--- config.mk ---
export PLATFORM = sky130hd
export DESIGN_NAME = mtimer_flat
export DESIGN_NICKNAME = d
export VERILOG_FILES = /design/src/rtl/mtimer_pkg.sv /design/src/rtl/mtimer_if.sv /design/src/rtl/mtimer_prescaler.sv /design/src/rtl/mtimer.sv /design/src/flat_wrapper.sv
export SDC_FILE = /design/constraint.sdc
export NUM_CORES = 1
export LEC_CHECK = 0
export ABC_CLOCK_PERIOD_IN_PS = 4600
export CAP_MARGIN = 0
export CORE_MARGIN = 4
export CORE_UTILIZATION = 57
export CTS_CLUSTER_SIZE = 14
export DETAILED_ROUTE_END_ITERATION = 10
export MAX_ROUTING_LAYER = met4
export PLACE_DENSITY = 0.8
export SYNTH_ARGS = -nofsm -noshare
export SYNTH_HDL_FRONTEND = slang
export SYNTH_HIERARCHICAL = 1
export SYNTH_SLANG_ARGS = --single-unit
--- constraint.sdc ---
create_clock -name clk -period 4.6 [get_ports clk]
set_clock_uncertainty 0.1 [all_clocks]
set_input_delay 0.92 -clock clk [delete_from_list [all_inputs] [get_ports clk]]
set_output_delay 0.92 -clock clk [all_outputs]
set_load 0.005 [all_outputs]
--- src/rtl/mtimer_pkg.sv ---
// mtimer_pkg: register offsets, interrupt bit indices and byte-merge helper for the machine timer
package mtimer_pkg;
    typedef enum logic [4:0] {
        MTIMER_MSIP    = 5'h00,
        MTIMER_CMP_LO  = 5'h08,
        MTIMER_CMP_HI  = 5'h0C,
        MTIMER_TIME_LO = 5'h10,
        MTIMER_TIME_HI = 5'h14
    } mtimer_off_e;

    localparam int TIMER_IRQ_BIT = 7;
    localparam int SW_IRQ_BIT    = 3;

    function automatic logic [31:0] be_merge(input logic [31:0] old, input logic [31:0] wdata,
                                             input logic [3:0] be);
        logic [31:0] r;
        for (int i = 0; i < 4; i++) r[8*i +: 8] = be[i] ? wdata[8*i +: 8] : old[8*i +: 8];
        return r;
    endfunction
endpackage

--- src/rtl/mtimer_if.sv ---
// mtimer_if: request/grant peripheral bus with single-outstanding accesses
interface mtimer_if;
    logic        bus_req;
    logic        bus_gnt;
    logic        bus_we;
    logic [31:0] bus_addr;
    logic [3:0]  bus_be;
    logic [31:0] bus_wdata;
    logic        bus_rvalid;
    logic [31:0] bus_rdata;
    logic        bus_err;

    modport master(output bus_req, bus_we, bus_addr, bus_be, bus_wdata,
                   input bus_gnt, bus_rvalid, bus_rdata, bus_err);
    modport slave(input bus_req, bus_we, bus_addr, bus_be, bus_wdata,
                  output bus_gnt, bus_rvalid, bus_rdata, bus_err);
endinterface

--- src/rtl/mtimer_prescaler.sv ---
// mtimer_prescaler: divides clk into mtime ticks, frozen while halted
module mtimer_prescaler #(
    parameter int PRESCALE = 1
) (
    input  logic clk,
    input  logic rst_n,
    input  logic halt,
    output logic tick
);
    localparam int W = PRESCALE > 1 ? $clog2(PRESCALE) : 1;
    localparam logic [W-1:0] LAST = W'(PRESCALE - 1);

    logic [W-1:0] count;

    assign tick = (count == LAST) && !halt;

    // advance the phase on every non-halted cycle, wrapping after the last one
    always_ff @(posedge clk or negedge rst_n)
        if (!rst_n) count <= '0;
        else if (!halt) count <= tick ? '0 : count + 1'b1;
endmodule

--- src/rtl/mtimer.sv ---
// mtimer: RISC-V machine timer and software interrupt source; MTIMER_SNAPSHOT_EN adds a coherent hi-half snapshot
module mtimer
    import mtimer_pkg::*;
#(
    parameter int          PRESCALE  = 1,
    parameter logic [31:0] BASE_ADDR = 32'h0200_0000
) (
    input  logic     clk,
    input  logic     rst_n,
    input  logic     halt,
    mtimer_if.slave  bus,
    output logic     irq_timer,
    output logic     irq_software
);
    logic        tick, acc, bad, wr, rd;
    logic [4:0]  off;
    logic [63:0] mtime, mtimecmp;
    logic        msip;
    logic [31:0] rval, hi_val, wmask;

    mtimer_prescaler #(.PRESCALE(PRESCALE)) u_prescaler (
        .clk  (clk),
        .rst_n(rst_n),
        .halt (halt),
        .tick (tick)
    );

    assign off          = bus.bus_addr[4:0];
    assign bus.bus_gnt  = !bus.bus_rvalid;
    assign acc          = bus.bus_req && bus.bus_gnt;
    assign bad          = bus.bus_addr[1:0] != 2'b00 || bus.bus_addr[31:5] != BASE_ADDR[31:5] ||
                          !(off inside {MTIMER_MSIP, MTIMER_CMP_LO, MTIMER_CMP_HI, MTIMER_TIME_LO, MTIMER_TIME_HI});
    assign wr           = acc && bus.bus_we && !bad;
    assign rd           = acc && !bus.bus_we && !bad;
    assign irq_software = msip;

`ifdef MTIMER_SNAPSHOT_EN
    logic [31:0] shadow;

    // a lo read captures the hi half from the same sample so "lo then hi" is coherent
    always_ff @(posedge clk or negedge rst_n)
        if (!rst_n) shadow <= '0;
        else if (rd && off == MTIMER_TIME_LO) shadow <= mtime[63:32];

    assign hi_val = shadow;
`else
    assign hi_val = mtime[63:32];
`endif

    // read mux over the register values present at the acceptance edge
    always_comb begin
        rval  = off == MTIMER_MSIP    ? {31'b0, msip} :
                off == MTIMER_CMP_LO  ? mtimecmp[31:0] :
                off == MTIMER_CMP_HI  ? mtimecmp[63:32] :
                off == MTIMER_TIME_LO ? mtime[31:0] : hi_val;
        wmask = be_merge(32'h0, 32'hFFFF_FFFF, bus.bus_be);
    end

    // one-cycle response after every accepted access; data only for good reads
    always_ff @(posedge clk or negedge rst_n)
        if (!rst_n) begin
            bus.bus_rvalid <= 1'b0;
            bus.bus_err    <= 1'b0;
            bus.bus_rdata  <= '0;
        end else begin
            bus.bus_rvalid <= acc;
            bus.bus_err    <= acc && bad;
            bus.bus_rdata  <= rd ? rval : '0;
        end

    // software-visible control registers, byte-enabled writes
    always_ff @(posedge clk or negedge rst_n)
        if (!rst_n) begin
            msip     <= 1'b0;
            mtimecmp <= '1;
        end else if (wr) begin
            if (off == MTIMER_MSIP && bus.bus_be[0]) msip <= bus.bus_wdata[0];
            if (off == MTIMER_CMP_LO) mtimecmp[31:0] <= be_merge(mtimecmp[31:0], bus.bus_wdata, bus.bus_be);
            if (off == MTIMER_CMP_HI) mtimecmp[63:32] <= be_merge(mtimecmp[63:32], bus.bus_wdata, bus.bus_be);
        end

    // a write to either half overrides the tick, and never carries across halves
    always_ff @(posedge clk or negedge rst_n)
        if (!rst_n) mtime <= '0;
        else if (wr && off == MTIMER_TIME_LO) mtime[31:0] <= (mtime[31:0] & ~wmask) | (bus.bus_wdata & wmask);
        else if (wr && off == MTIMER_TIME_HI) mtime[63:32] <= (mtime[63:32] & ~wmask) | (bus.bus_wdata & wmask);
        else if (tick) mtime <= mtime + 64'd1;

    // level timer interrupt from the current register values
    always_ff @(posedge clk or negedge rst_n)
        if (!rst_n) irq_timer <= 1'b0;
        else irq_timer <= mtime >= mtimecmp;
endmodule

--- src/flat_wrapper.sv ---
// flat-port wrapper written by rule: the top's interface ports become plain ports
module mtimer_flat import mtimer_pkg::*;
#(
    parameter int          PRESCALE  = 1,
    parameter logic [31:0] BASE_ADDR = 32'h0200_0000
)
  (clk, rst_n, halt, irq_timer, irq_software, bus_bus_req, bus_bus_we, bus_bus_addr, bus_bus_be, bus_bus_wdata, bus_bus_gnt, bus_bus_rvalid, bus_bus_rdata, bus_bus_err);
  mtimer_if bus_i ();
  input  logic clk;
  input  logic rst_n;
  input  logic halt;
  output logic irq_timer;
  output logic irq_software;
  input wire logic [$bits(bus_i.bus_req)-1:0] bus_bus_req;
  input wire logic [$bits(bus_i.bus_we)-1:0] bus_bus_we;
  input wire logic [$bits(bus_i.bus_addr)-1:0] bus_bus_addr;
  input wire logic [$bits(bus_i.bus_be)-1:0] bus_bus_be;
  input wire logic [$bits(bus_i.bus_wdata)-1:0] bus_bus_wdata;
  output wire logic [$bits(bus_i.bus_gnt)-1:0] bus_bus_gnt;
  output wire logic [$bits(bus_i.bus_rvalid)-1:0] bus_bus_rvalid;
  output wire logic [$bits(bus_i.bus_rdata)-1:0] bus_bus_rdata;
  output wire logic [$bits(bus_i.bus_err)-1:0] bus_bus_err;
  assign bus_i.bus_req = bus_bus_req;
  assign bus_i.bus_we = bus_bus_we;
  assign bus_i.bus_addr = bus_bus_addr;
  assign bus_i.bus_be = bus_bus_be;
  assign bus_i.bus_wdata = bus_bus_wdata;
  assign bus_bus_gnt = bus_i.bus_gnt;
  assign bus_bus_rvalid = bus_i.bus_rvalid;
  assign bus_bus_rdata = bus_i.bus_rdata;
  assign bus_bus_err = bus_i.bus_err;
  mtimer #(.PRESCALE(PRESCALE), .BASE_ADDR(BASE_ADDR)) u_core (.clk(clk), .rst_n(rst_n), .halt(halt), .bus(bus_i), .irq_timer(irq_timer), .irq_software(irq_software));
endmodule
==> results of run 1 <==
[how the worst min path moves through the flow]
stage	from	to	depth (start not counted)	slack, ns
floorplan	u_core/u_prescaler/count	u_core/u_prescaler/count	1	0.35
finish	u_core/u_prescaler/count	u_core/u_prescaler/count	1	0.39
global route	u_core/u_prescaler/count	u_core/u_prescaler/count	1	0.40
detailed placement	u_core/u_prescaler/count	u_core/u_prescaler/count	1	0.37
CTS	u_core/u_prescaler/count	u_core/u_prescaler/count	1	0.39
global placement	u_core/u_prescaler/count	u_core/u_prescaler/count	1	0.37
[cell families (layout without fill, tap and decap cells)]
logic type	count (synthesis)	in the layout
buf+inv	136	251
compound gates	279	279
mux	100	100
flops	165	165
fa+ha+maj	65	65
simple gates	337	337
[cell usage after synthesis, types with 3 or more instances]
master and count:
sky130_fd_sc_hd__a211oi_1 48, sky130_fd_sc_hd__a21o_1 21, sky130_fd_sc_hd__a21oi_1 58, sky130_fd_sc_hd__a21oi_2 3
sky130_fd_sc_hd__a221oi_1 4, sky130_fd_sc_hd__a311oi_1 8, sky130_fd_sc_hd__a31o_2 5, sky130_fd_sc_hd__a31oi_1 20
sky130_fd_sc_hd__a32oi_1 3, sky130_fd_sc_hd__a41oi_1 9, sky130_fd_sc_hd__and2_1 11, sky130_fd_sc_hd__and3_1 16
sky130_fd_sc_hd__and4_1 11, sky130_fd_sc_hd__buf_1 4, sky130_fd_sc_hd__buf_2 12, sky130_fd_sc_hd__buf_4 3
sky130_fd_sc_hd__buf_6 7, sky130_fd_sc_hd__clkbuf_1 29, sky130_fd_sc_hd__dfrtp_1 101, sky130_fd_sc_hd__dfstp_2 64
sky130_fd_sc_hd__ha_1 65, sky130_fd_sc_hd__inv_1 79, sky130_fd_sc_hd__mux2_2 57, sky130_fd_sc_hd__mux2i_1 41
sky130_fd_sc_hd__nand2_1 90, sky130_fd_sc_hd__nand2b_1 4, sky130_fd_sc_hd__nand3_1 49, sky130_fd_sc_hd__nand4_1 28
sky130_fd_sc_hd__nand4_4 4, sky130_fd_sc_hd__nand4b_4 4, sky130_fd_sc_hd__nor2_1 57, sky130_fd_sc_hd__nor2_2 3
sky130_fd_sc_hd__nor3_1 18, sky130_fd_sc_hd__nor3b_1 3, sky130_fd_sc_hd__nor4_1 12, sky130_fd_sc_hd__o211a_1 31
sky130_fd_sc_hd__o211ai_1 11, sky130_fd_sc_hd__o21ai_0 28, sky130_fd_sc_hd__o21ai_1 3, sky130_fd_sc_hd__o22a_1 3
sky130_fd_sc_hd__o22ai_1 5, sky130_fd_sc_hd__o31ai_1 3, sky130_fd_sc_hd__or3_1 4, sky130_fd_sc_hd__or4_1 3
[layer usage]
metal | GRT usage | wire (um) | up-vias
met1 | 0.413 | 12900 | 4563
met2 | 0.473 | 14300 | 479
met3 | 0.0595 | 2460 | 89
met5 | - | 0 | -
li1 | - | - | 4271
met4 | 0.108 | 939 | 0
[power by group through the flow]
stage | sequential [W] | combinational, W | clock (W)
finish | 0.00155 | 0.000375 | 0.00136
global route | 0.00156 | 0.000412 | 0.00144
CTS | 0.00155 | 0.000371 | 0.00137
detailed placement | 0.00157 | 0.000370 | 0
floorplan | 0.00155 | 0.000190 | 0
global placement | 0.00157 | 0.000362 | 0
[final cells by class]
type	count	area, sq um
clock buffers	25	465
repair buffers	140	1320
fillers	1405	5690
well taps	229	287
clock inverters	7	75.1
flip-flops and latches	165	4210
inverters	79	297
multi-input cells	781	5800
[stage by stage]
| stage | utilization | power, W | setup WS (ns) |
|---|---|---|---|
| detailed placement | 0.657 | 0.00194 | 0.474 |
| CTS | 0.686 | 0.00329 | 0.919 |
| global route | 0.686 | 0.00340 | 0.742 |
| global placement | 0.657 | 0.00193 | 0.527 |
| finish | 0.686 | 0.00328 | 0.883 |
| floorplan | - | 0.00174 | 1.51 |
==> results, run 1 <==
- Entering global routing, the biggest net connects 104 pins.
- The average detailed-routed wire length per instance is 21.5 um.
- In the post-synthesis netlist, the biggest area contributors are sky130_fd_sc_hd__dfrtp_1, sky130_fd_sc_hd__dfstp_2, sky130_fd_sc_hd__ha_1.
- The average footprint of a synthesized cell is 9.82 sq um.
- The net count of the mapped netlist is 1,220.
- Of the total synthesized cell area, the portion taken by full adders, half adders and majority gates is 0.0766.
- The placement row count is between 40 and 50.
- In this run the power spent charging and discharging nets is 0.000872 W.
- The placed instances occupy a cell area of 11,900 sq um.
- The worst endpoint data arrival time is a little under 4 ns.
- The combinational family with the most area after synthesis is compound AO/OA/AOI/OAI gates.
- The time the final worst path needs with I/O delays and setup is 3.72 ns.
- The die extent in x is 145 um.
- In the routed layout, each cell is associated on average with a via count of 6.59.
- The instance count of the mapped netlist is roughly 1,100.
- The count of pins over their slew limit was 0.
- The start point of the critical path is bus_bus_addr[25].
- Of the post-synthesis cell area, the part taken by muxes is 0.102.
- The detail route stage leaves a number of antenna-violating nets equal to 0.
- The largest vdd supply drop is 0.239 mV.
- The top cell types in the final layout, fill and taps aside, are sky130_fd_sc_hd__clkdlybuf4s50_1, sky130_fd_sc_hd__dfrtp_1, sky130_fd_sc_hd__nand2_1, sky130_fd_sc_hd__inv_1, sky130_fd_sc_hd__ha_1.
- Max-cap violations in this run came to 0.
- The TritonCTS clock tree is done.
- The area growth from synthesis to layout is 17.3%.
- In this run the vertical extent of the chip is 145 um.
- The capture point of the worst reg-to-reg path is u_core/irq_timer.
- Setup violations remaining at the end of the flow were counted as 0.
- The worst setup path is captured at a flip-flop.
- For this run, the post-layout net count is 1,322.
- The sequential area share after synthesis is 0.396.
- The post-CTS setup buffer count is 0.
- After clock tree synthesis, the repair step resized 0 gates.
- The die covers 20,900 sq um.
- The flow ran to the end, and the final reports show no timing, DRC or antenna violations.
- The fraction of power spent switching nets is 0.266.
- For the pin with the worst max-slew slack, the measured transition is 0.987 ns.
- The kind of cell with the highest combined delay along the critical path is simple AND/OR/NAND/NOR gates.
- The buffer levels on the longest clock path is 2.
- The number of diodes is 0.
- The fraction of layout cells with a size suffix above 1 is 0.181.
- The first-pass iteration count of the detailed router is 7.
- Once layout is complete, the cells apart from fillers number between 1,000 and 1,500.
- In this run the static leakage power is 5.84 nW.
- The number of buffers added by the clock tree synthesis step is 17.
- Counting every sink on the clock net gives 165.
- Measured against its own limit, the worst slew margin works out to 0.342.
- The register bit total from synthesis is 165.
- For this design the ratio of total power to cell area is 264 nW/um^2.
- Once placement completed, the tool counted placed cells totaling 1,394.
- The total congestion overflow after global routing is 0.
- Final hold analysis gives a worst-case slack of ~0.39 ns.
- The maximum frequency from static timing analysis is 269 MHz.
- The sum of negative setup slack is 0 ns.
- During I/O placement, the number of pins put on the boundary was 110.
- The placer's final routability congestion estimate is 0.974.
- At the worst endpoint, the required time is 4.83 ns.
- The most used flip-flop cell after synthesis is sky130_fd_sc_hd__dfrtp_1.
- Across every metal layer, demand over resource in global routing totals 0.309.
- The placed wire-length estimate is 21,700 um.
- Leaving out fill and tap cells, the most frequent cell in the layout is sky130_fd_sc_hd__clkdlybuf4s50_1.
- Clock-pin slew was measured on the worst setup and hold paths at around 0.060 ns.
- The finished cells cover 12,500 sq um.
- The compound-gate portion of the synthesized area is 0.188.
- The internal reg-to-reg setup slack is 1.47 ns.
- The largest individual stage delay along the critical path comes from the cell sky130_fd_sc_hd__clkdlybuf4s50_1.
- In the routed design, unresolved DRC markers number 0.
- CTS built an H-tree with a depth of 4.
- Summed over all layers, the routed wires come to 30,600 um.
- The distinct cell type count after synthesis is 76.
- In the finished design, the share of the clock period the worst path needs comes to 0.808.
- The sequential fraction of design power is 0.472.
- The path length in cells of the critical path is 9.
- The root cell of the clock tree is sky130_fd_sc_hd__clkbuf_16.
- In this design, the stage delay of the slowest critical-path cell is 0.45 ns.
- The initial utilization of the core area, before any placement, comes to 0.585.
- The source-to-sink clock delay at the later pin of the worst-skew pair is around 0.44 ns.
- Of the total synthesized cell area, the portion taken by AND, OR, NAND and NOR gates is 0.180.
- The combined buffer and inverter count along the critical path is 2.
- The number of hold violations in the final report is 0.
- For this design, the CTS-stage hold fixing added 0 buffers.
- The worst setup path is of the in -> reg kind.
- The number of violations reported at the end of detailed-routing iteration 0 is roughly 1,100.
- The library cell occupying the most area in the post-synthesis netlist is sky130_fd_sc_hd__dfrtp_1.
- Counting cells, the worst reg-to-reg path comes to 9.
- For this run, the number of Yosys warnings is 6.
- Setup repair after global routing left no endpoint under its margin.
- The critical path goes through clkdlybuf4s50_1, or3b_2, nor4_2, and4_4, and3_1, buf_4, and2_1, a311oi_1, a21o_1.
- The via count of the first global-routing pass came to between 9,000 and 10,000.
- The global-route wire length before repair is 49,000 um.
- The number of antenna violations at the first check in global routing came to 0.
- The total area inside the core boundary comes to approximately 18,000 sq um.
- After synthesis, the share of flip-flops with an asynchronous set or reset is 1.00.
- The mapped netlist covers 10,600 sq um.
- The portion of total power attributed to the clock network is 0.414.
- The area share of the largest cell type after synthesis is 0.238.
- The internal power of the cells is 0.00241 W.
- The share of the synthesized netlist area taken by xor and xnor gates is 0.
- The combinational power share is 0.114.
- The worst hold path belongs to the class reg -> reg.
- The final route contains 9,402 vias.
- In this run the worst path has a maximum fanout of 14.
- The element type at the critical path start is an input pin.
- Counting flops with a built-in enable in the synthesized netlist gives 0.
- During placement, the flow inserted port buffers numbering ~110.
No activity file was read; power rests on OpenSTA's default activity.
==> run 2: changes to the inputs <==
--- a/config.mk
+++ b/config.mk
@@ -5,7 +5,7 @@
 export SDC_FILE = /design/constraint.sdc
 export NUM_CORES = 1
 export LEC_CHECK = 0
-export ABC_CLOCK_PERIOD_IN_PS = 4600
+export ABC_CLOCK_PERIOD_IN_PS = 3700
 export CAP_MARGIN = 0
 export CORE_MARGIN = 4
 export CORE_UTILIZATION = 57
==> constraint.sdc (replaced) <==
create_clock -name clk -period 3.7 [get_ports clk]
set_clock_uncertainty 0.1 [all_clocks]
set_input_delay 0.74 -clock clk [delete_from_list [all_inputs] [get_ports clk]]
set_output_delay 0.74 -clock clk [all_outputs]
set_load 0.005 [all_outputs]
==> run 2 against run 1 <==
  * First-iteration DRC count is 0.54% higher
  * Routed wire length is 4.6% higher
  * Critical path type unchanged
  * Via count is 2.2% higher
  * Final cell count is 1.3% higher
  * Highest routed layer unchanged
  * Critical path depth is 1 higher
  * Largest cell class unchanged
  * Register-to-register slack worse by 0.95 ns
  * Setup slack worse by 0.48 ns
  * Core utilization is 1.2 points higher
==> results, run 2 (same netlist as run 1, synthesis figures left out) <==
- The setup slack at placement is -0.0276 ns (was 0.474 ns).
- The count of hold buffers inserted by post-cts repair is 0 (unchanged).
- The path class of the lowest-slack min-delay path is in -> async (was reg -> reg).
- The critical setup path kind was in -> reg (unchanged).
- The maximum number of pins on one net before global-route repair is 81 (was 104).
- The global-route wire length before repair was 50,600 um (was 49,000 um).
- The number of endpoints failing setup at the final stage came to 0 (unchanged).
- The static leakage power was 5.97 nW (was 5.84 nW).
- The DRC violations left is 0 (unchanged).
- The clock slew at the register clock pins of the worst setup and hold paths came to 0.07 ns (was 0.06 ns).
- The post-cts repair resize count came to 0 (unchanged).
- The total wire length is 32,000 um (was 30,600 um).
- The first-pass iteration count of the detailed router is 6 (was 7).
- The clock sink count was 165 (unchanged).
- Commonest non-fill, non-tap cells in the layout: sky130_fd_sc_hd__clkdlybuf4s50_1, sky130_fd_sc_hd__dfrtp_1, sky130_fd_sc_hd__nand2_1, sky130_fd_sc_hd__inv_1, sky130_fd_sc_hd__ha_1 (unchanged).
- The count of pins over their slew limit is 0 (unchanged).
- The number of antenna violations at the first check in global routing is 0 (unchanged).
- The die height is 145 um (unchanged).
- The slew at the pin with the worst max-slew slack is 0.929 ns (was 0.987 ns).
- The area of the die is 20,900 sq um (unchanged).
- The worst endpoint data arrival time is 3.52 ns (was 3.95 ns).
- The die extent in x came to 145 um (unchanged).
- Result of the run: completed (unchanged).
- The global router's overall resource usage is 0.320 (was 0.309).
- The standard cell core area was 18,100 sq um (unchanged).
- Dividing the final minimum period by the clock period gives 0.890.
- The total via count after detailed routing is 9,610 (was 9,402).
- The count of boundary I/O pins is 110 (unchanged).
- The required time reported for the critical path endpoint is 3.92 ns (was 4.83 ns).
- The total congestion overflow after global routing is 0 (unchanged).
- The placement row count is 49 (unchanged).
- The maximum frequency from static timing analysis is ~300 MHz.
- The root cell of the clock tree is sky130_fd_sc_hd__clkbuf_16 (unchanged).
- The ratio of routed vias to standard cells is 6.66 (was 6.59).
- The total power per unit cell area is 333 nW/um^2 (was 264 nW/um^2).
- The worst slew margin relative to its limit was 0.375 (was 0.342).
- The post-layout net count came to 1,340 (was 1,322).
- The number of hold violations in the final report came to 0 (unchanged).
- The count of buffers inserted at the top-level ports was 109 (unchanged).
- The largest vdd supply drop came to 0.303 mV (was 0.239 mV).
- The fraction of layout cells with a size suffix above 1 is 0.197 (was 0.181).
- The average detailed-routed wire length per instance was 22.2 um (was 21.5 um).
- The placed wire-length estimate came to 22,500 um (was 21,700 um).
- The sort of element at the end of the critical path is a flip-flop (unchanged).
- The final worst slack is 0.406 ns (was 0.883 ns).
- The final antenna-violating net count is 0 (unchanged).
- The placer's final routability congestion estimate is 0.950 (was 0.974).
- The highest net fanout along the worst path is 30 (was 14).
- The buffer levels on the longest clock path is 2 (unchanged).
- The number of violations reported at the end of detailed-routing iteration 0 is 1,126 (was 1,120).
- The element type at the critical path start was an input pin (unchanged).
- The CTS H-tree depth is 4 (unchanged).
- The number of diodes came to 0 (unchanged).
- The TritonCTS clock tree is done (unchanged).
- The source-to-sink clock delay at the later pin of the worst-skew pair is 0.43 ns (was 0.44 ns).
- Unrepaired setup endpoints after global routing: false (unchanged).
- The minimum hold slack is 0.257 ns (was 0.390 ns).
- The effective utilization at floorplan was 0.585 (unchanged).
- The leading cell type in the layout, fill and taps excluded is sky130_fd_sc_hd__clkdlybuf4s50_1 (unchanged).
- The post-CTS setup buffer count is 0 (unchanged).
- The summed area of non-filler cells in the final layout is 12,700 sq um (was 12,500 sq um).
- The layout overhead on the synthesized area is 19.4% (was 17.3%).
- The time the final worst path needs with I/O delays and setup is 3.29 ns.
- The cell area reported after detailed placement is 12,100 sq um (was 11,900 sq um).
- The count of max-cap constraint violations is 0 (unchanged).
- The via count of the first global-routing pass is 9,489 (was 9,154).
- The number of buffers added by the clock tree synthesis step came to 17 (unchanged).
## run 2: cell count changes in the layout (fill, tap and decap cells not counted), moves of 2 or more
| cell | previous run | this run |
|---|---|---|
| sky130_fd_sc_hd__buf_12 | 0 | 3 |
| sky130_fd_sc_hd__buf_4 | 31 | 46 |
| sky130_fd_sc_hd__clkbuf_16 | 17 | 19 |
| sky130_fd_sc_hd__clkbuf_1 | 7 | 3 |
## run 2: critical path, stage by stage
cell and delay (ns):
sky130_fd_sc_hd__clkdlybuf4s50_1 0.46, sky130_fd_sc_hd__or3b_2 0.46, sky130_fd_sc_hd__nor4_2 0.45, sky130_fd_sc_hd__and4_4 0.36
sky130_fd_sc_hd__and3_1 0.22, sky130_fd_sc_hd__buf_12 0.20, sky130_fd_sc_hd__buf_4 0.23, sky130_fd_sc_hd__a21o_1 0.10
sky130_fd_sc_hd__a31oi_1 0.07, sky130_fd_sc_hd__a31o_2 0.23
## run 2: per-stage QoR
step	power [W]	utilization	std cells	TNS (ns)
floorplan	0.00217	-	1082	0
global placement	0.00243	0.666	1412	0
detailed placement	0.00244	0.666	1412	-0.0701
CTS	0.00422	0.699	1444	0
global route	0.00436	0.699	1444	0
finish	0.00423	0.699	1444	0
## run 2: routing by layer
layer / vias up / GRT usage / part of all wire
met3: 84 / 0.0612 / 0.091
met1: 4679 / 0.412 / 0.41
met5: - / - / 0
li1: 4304 / - / -
met4: 0 / 0.117 / 0.028
met2: 543 / 0.507 / 0.48
## run 2: area by class of cell
cell class / instances / area [sq um]
clock buffers: 23 / 500
clock inverters: 9 / 90.1
fillers: 1379 / 5470
inverters: 79 / 297
multi-input cells: 781 / 5800
flip-flops and latches: 165 / 4210
well taps: 229 / 287
repair buffers: 158 / 1490
## run 2: power by group
part | total (W) | internal [W] | switching [W]
logic | 0.000491 | 0.000213 | 0.000277
registers | 0.00194 | 0.00185 | 0.0000852
clock network | 0.00180 | 0.00103 | 0.000770
## run 2: final timing paths
path / start / to / slack [ns] / cells past startpoint
worst min register to register: u_core/u_prescaler/count / u_core/u_prescaler/count / 0.40 / 1
worst max-delay path: bus_bus_addr[25] / flip-flop / 0.41 / 10
worst min-delay path: rst_n / u_core/bus.bus_rdata[8] / 0.26 / 1
max in group asynchronous: rst_n / u_core/mtimecmp[0] / 2.34 / 2
min in group clk: u_core/u_prescaler/count / u_core/u_prescaler/count / 0.40 / 1
worst max register to register: flip-flop / flip-flop / 0.52 / 7
